[config.mk]
export PLATFORM = sky130hd
export DESIGN_NAME = pipe_pc_unit
export DESIGN_NICKNAME = d
export VERILOG_FILES = /design/src/rtl/pipe_pc_unit.sv
export SDC_FILE = /design/constraint.sdc
export NUM_CORES = 1
export LEC_CHECK = 0
export ABC_CLOCK_PERIOD_IN_PS = 3600
export BUFFER_PORTS_ARGS = -buffer_cell sky130_fd_sc_hd__buf_2
export CELL_PAD_IN_SITES_DETAIL_PLACEMENT = 1
export CELL_PAD_IN_SITES_GLOBAL_PLACEMENT = 1
export CORE_ASPECT_RATIO = 2
export CORE_MARGIN = 2
export CORE_UTILIZATION = 41
export DETAILED_ROUTE_END_ITERATION = 8
export GPL_ROUTABILITY_DRIVEN = 0
export HOLD_SLACK_MARGIN = 0.06
export PLACE_DENSITY_LB_ADDON = 0.1
export SETUP_SLACK_MARGIN = 0.2
export SYNTH_ARGS = -nofsm -noshare
export SYNTH_HDL_FRONTEND = slang
export SYNTH_SLANG_ARGS = --single-unit
[constraint.sdc]
create_clock -name clock -period 3.6 [get_ports clock]
set_clock_uncertainty 0.1 [all_clocks]
set_input_delay 0.72 -clock clock [delete_from_list [all_inputs] [get_ports clock]]
set_output_delay 0.72 -clock clock [all_outputs]
set_load 0.05 [all_outputs]
[src/rtl/pipe_pc_unit.sv]
// Fetch program counter with stall gating, one-deep redirect buffer and trap/eret.
// Optional feature macro: PIPE_PC_ALIGN_CHECK_EN (misaligned redirect targets trap).
module pipe_pc_unit #(
    parameter int unsigned      WIDTH    = 32,
    parameter int unsigned      STEP     = 4,
    parameter logic [WIDTH-1:0] RESET_PC = WIDTH'(32'hFFFF_FFFC),
    parameter logic [WIDTH-1:0] TRAP_VEC = WIDTH'(32'h0000_0008)
) (
    input  logic             clock,
    input  logic             reset,
    input  logic             stall,
    input  logic             redir_valid,
    input  logic [WIDTH-1:0] redir_target,
    input  logic             trap,
    input  logic             eret,
    output logic [WIDTH-1:0] pc,
    output logic [WIDTH-1:0] pc_seq,
    output logic [WIDTH-1:0] epc,
    output logic             fetch_valid,
    output logic             redir_pending,
    output logic             misalign_err
);

    typedef enum logic [1:0] {
        BOOT = 2'd0,
        RUN  = 2'd1,
        HOLD = 2'd2
    } state_e;

    state_e           state_q, state_d;
    logic [WIDTH-1:0] pc_q, pc_d;
    logic [WIDTH-1:0] epc_q, epc_d;
    logic [WIDTH-1:0] pend_q, pend_d;
    logic [WIDTH-1:0] tgt;
    logic             take;
`ifdef PIPE_PC_ALIGN_CHECK_EN
    logic             mis_q, mis_d;
`endif

    assign pc_seq = pc_q + WIDTH'(STEP);
    assign pc     = pc_q;
    assign epc    = epc_q;

    always_ff @(posedge clock or posedge reset) begin
        if (reset) begin
            state_q <= BOOT;
            pc_q    <= RESET_PC;
            epc_q   <= '0;
            pend_q  <= '0;
`ifdef PIPE_PC_ALIGN_CHECK_EN
            mis_q   <= 1'b0;
`endif
        end else begin
            state_q <= state_d;
            pc_q    <= pc_d;
            epc_q   <= epc_d;
            pend_q  <= pend_d;
`ifdef PIPE_PC_ALIGN_CHECK_EN
            mis_q   <= mis_d;
`endif
        end
    end

    // redir_valid is a one-cycle request with no ready: it is either applied,
    // buffered (under stall) or overridden by trap/eret on the edge it is seen.
    always_comb begin
        state_d = state_q;
        pc_d    = pc_q;
        epc_d   = epc_q;
        pend_d  = pend_q;
        tgt     = '0;
        take    = 1'b0;
`ifdef PIPE_PC_ALIGN_CHECK_EN
        mis_d   = 1'b0;
`endif
        if (state_q == BOOT) begin
            state_d = RUN;
        end else if (trap) begin
            pc_d    = TRAP_VEC;
            epc_d   = pc_q;
            state_d = RUN;
        end else if (eret) begin
            pc_d    = epc_q;
            state_d = RUN;
        end else if (stall) begin
            if (redir_valid) begin
                pend_d  = redir_target;
                state_d = HOLD;
            end
        end else if (redir_valid) begin
            take = 1'b1;
            tgt  = redir_target;
        end else if (state_q == HOLD) begin
            take = 1'b1;
            tgt  = pend_q;
        end else begin
            pc_d = pc_seq;
        end

        if (take) begin
            state_d = RUN;
`ifdef PIPE_PC_ALIGN_CHECK_EN
            if ((tgt % WIDTH'(STEP)) != '0) begin
                pc_d  = TRAP_VEC;
                epc_d = tgt;
                mis_d = 1'b1;
            end else begin
                pc_d = tgt;
            end
`else
            pc_d = tgt;
`endif
        end
    end

    always_comb begin
        fetch_valid   = (state_q != BOOT);
        redir_pending = (state_q == HOLD);
`ifdef PIPE_PC_ALIGN_CHECK_EN
        misalign_err  = mis_q;
`else
        misalign_err  = 1'b0;
`endif
    end

endmodule

==> results by group <==
Die
  – I/O pin cnt: roughly 140
  – DIE AREA: 14300 um2
  – Core box area: 13000 um2
  – Die Wd: about 86 um
  – Die height: between 150 and 200 um
  – Initial Util: approximately two fifths
  – Site Rows: 59

STA
  – Endpoints failing setup: 0
  – Max_slew headroom: between 20% and 30%
  – Final Hold Viols: 0
  – Worst slew pin tran: about 1100 ps
  – Final max-slew violation count: 0
  – RSZ-0062 raised after global routing: true
  – Setup_tns: 0 ps
  – Final min period: between 3000 and 4000 ps
  – Final worst path period share: roughly 94%
  – Worst setup margin: between 200 and 250 ps
  – Fmax achieved: ~0.3 GHz

Synth
  – Synthesized Nets: between 500 and 600
  – Most area-consuming cells after synthesis: dfrtp_1 31%, dfstp_2 14%, mux2_2 13%
  – Synth area leader: dfrtp_1
  – Synth warnings: 0
  – Post-Synthesis Cells: 523
  – Syn_area_per_cell: between 10 and 15 um2
  – Post-synth EDFFs: 0
  – FF+latch count, synth: 98
  – Post-synthesis sequential area ratio: between 40% and 50%
  – Cell Area, Synth: ~5500 um2
  – Distinct cells, synth: 56
  – Ys async rst share: 100%
  – Prevailing post-synth register cell: dfrtp_1
  – Yosys top cell area share: 31.2%

Global route
  – GRT Overall Usage: a little under a quarter
  – Antenna violations before repair: 0
  – Vias in the first global route: 4906
  – First-pass GRT wire length: ~27000 um
  – Grt total ovfl: 0
  – Largest net degree at the start of global routing: 84

Route
  – WL/cell: 21.0 um
  – DR pass1 iterations: 4
  – Top layer used by detailed routing: met4
  – Antenna Nets Post-Route: 0
  – Drt initial violations: 162
  – Avg Vias per Cell: 5.76
  – M1 wire length: 6620 um
  – WL met3: between 600 and 700 um
  – Met2 Wirelength: just over 9000 um
  – Vias: approximately 4.7k
  – Drt drc: 0
  – WL final: approximately 17000 um

Setup path
  – Critical path arrival: between 2000 and 3000 ps
  – Setup crit end: pc_seq[26]
  – Reg-to-reg startpoint: pc[3]$_DFFE_PP1P_
  – CP max stage cell: dfstp_2
  – Slowest cell delay on critical path: around 610 ps
  – Crit Path Category: reg -> out
  – Worst setup EP type: output port
  – Crit-path cells: ha_2 -> and4_1 -> nand3_1 -> nor3_1 -> xor2_1 -> buf_2
  – Worst setup SP type: flop
  – R2R setup slack: 1350 ps
  – Critical path peak fanout: 9
  – Critical path origin: pc[3]$_DFFE_PP1P_
  – R2R Path End: pc[22]$_DFFE_PP1P_
  – Worst r2r path cells: 6
  – CP Data Required Time: roughly 2800 ps

Power and ir drop
  – Total power: around 3.3 mW
  – Peak VDD IR: between 0.4 and 0.5 mV
  – PD cells: about 490 nW/um2
  – Pleak: approximately 3.2 nW

Job
  – Max Cap Viol: 0

Placed design
  – Number of port buffers: 135
  – Dpl hpwl: roughly 12000 um
  – Post-place setup slack: 505 ps
  – Placed inst area: ~6200 um2
  – Placed cell count: 785

Clocking
  – Root Driver: clkbuf_16
  – H-tree Lvls: 3
  – CTS sink count: 98
  – CTS Buffer Depth: 2
  – Num CTS Buffers: 9
  – CTS tree: yes
  – Clk_lat worst skew: around 340 ps
  – Clock transition at path regs: ~70 ps

Min path
  – Hold wc startpoint: pend_q[3]$_DFFE_PP0P_
  – Type of the most critical hold path: reg -> reg

Cells and area
  – Layout Cells excl Fill: 808
  – Share of cells above drive strength 1: approximately 43%
  – Ant diodes: 0
  – Layout area overhead: 22.0%
  – Post-route cell area: 6660 um2
  – Nets: between 600 and 700

Outcome
  – Outcome: finished, final reports clean
==> cell type report <==
| cell class | count | area [um2] |
|---|---|---|
| Fill cell | 1501 | 6340 |
| Multi-Input combinational cell | 373 | 2760 |
| Sequential cell | 98 | 2490 |
| Timing Repair Buffer | 158 | 863 |
| Clock buffer | 11 | 233 |
| Tap cell | 152 | 190 |
| Clock inverter | 5 | 80.1 |
| Inverter | 11 | 43.8 |
==> cell families (layout without fill, tap and decap cells) <==
family	count (synthesis)	after routing	share of synthesized area [%]
multiplexers	90	90	17.9
AND/OR/NAND/NOR	147	147	14.0
buffers and inverters	52	185	4.84
flip-flops	98	98	45.6
other	1	1	0.0687
AO/OA/AOI/OAI	110	110	13.4
adder cells (fa/ha/maj)	1	1	0.229
XOR/XNOR	24	24	3.85
==> critical path: cells and delay by family (launching register included) <==
| family | cells | cell delay, ps |
|---|---|---|
| buffers and inverters | 1 | 270 |
| adder cells (fa/ha/maj) | 1 | 270 |
| AND/OR/NAND/NOR | 3 | 880 |
| XOR/XNOR | 1 | 170 |
| flip-flops | 1 | 610 |
==> metal layers <==
metal  vias up  track usage, %
met2       126            43.6
met4         0            8.21
met5         -               0
li1       2148               -
met3        26            3.55
met1      2352            27.8
==> synth_stat cells, types with 2 or more instances <==
cell type / count
nor3_2: 2
o221ai_1: 10
o31ai_1: 6
nand2_1: 55
and4_1: 3
a211oi_1: 2
buf_6: 2
nor2b_1: 5
a21o_1: 6
o21ai_0: 27
a21oi_1: 20
nand2b_1: 4
xnor2_1: 13
and3_2: 3
o22ai_1: 6
buf_4: 8
o31a_1: 5
nand3_1: 16
a22oi_1: 7
nor3_1: 9
clkbuf_1: 9
mux2_2: 62
a31oi_1: 2
buf_1: 5
xor2_1: 11
nor4_2: 2
o2bb2ai_1: 4
or4_1: 3
o211ai_1: 3
buf_2: 16
inv_1: 11
mux2i_1: 28
o21a_1: 2
a32oi_1: 2
nand4_1: 10
dfstp_2: 30
nor4_1: 3
nor2_1: 24
dfrtp_1: 68
a221oi_1: 3
==> timing repair <==
action,CTS,global route
endpoints found under the setup margin,4,12
resized for setup,2,5
pin swaps,0,4
hold buffers,0,0
buffers inserted,0,7
==> how the worst min path moves through the flow <==
stage                                        end  slack (ps)  cells past startpoint
after global placement     pend_q[3]$_DFFE_PP0P_         390                      1
after detailed placement   pend_q[9]$_DFFE_PP0P_         390                      1
after CTS                  pend_q[9]$_DFFE_PP0P_         410                      1
final                      pend_q[3]$_DFFE_PP0P_         410                      1
after floorplan            pend_q[3]$_DFFE_PP0P_         370                      1
after global routing      pend_q[18]$_DFFE_PP0P_         420                      1
==> power by group <==
| part | switching, mW | total [mW] | internal (mW) |
|---|---|---|---|
| Combinational | 0.583 | 0.851 | 0.267 |
| Clock | 0.422 | 1.03 | 0.609 |
| Sequential | 0.128 | 1.39 | 1.27 |
| Total | 1.13 | 3.27 | 2.14 |
==> registers in the layout (all words and copies together) (netlist names) <==
| register | cells |
|---|---|
| epc | 32 |
| pc | 32 |
| pend_q | 32 |
| state_q | 2 |
==> stage by stage <==
| step | util (%) | hold slack, ps |
|---|---|---|
| global placement | 48.1 | 385 |
| floorplan | - | 373 |
| CTS | 50.6 | 409 |
| global route | 51.2 | 424 |
| detailed placement | 48.1 | 395 |
| finish | 51.2 | 405 |
==> layout by cell type (no fill, tap or decap), types with 4 or more instances in the layout <==
cell type,instances
clkbuf_16,9
nor3_1,9
o221ai_1,10
o22ai_1,6
a21o_1,6
xor2_1,11
dfstp_2,30
buf_4,22
a22oi_1,7
nand4_1,10
o21ai_0,26
inv_1,10
dfrtp_1,68
nand2b_1,4
o2bb2ai_1,4
nor4_4,4
nor2_1,24
nand3_1,16
o31ai_1,6
nand2_1,55
o31a_1,5
buf_2,134
xnor2_1,13
nor2b_1,5
mux2_2,62
mux2i_1,28
a21oi_1,20
Power figures use the tool's default switching activity.
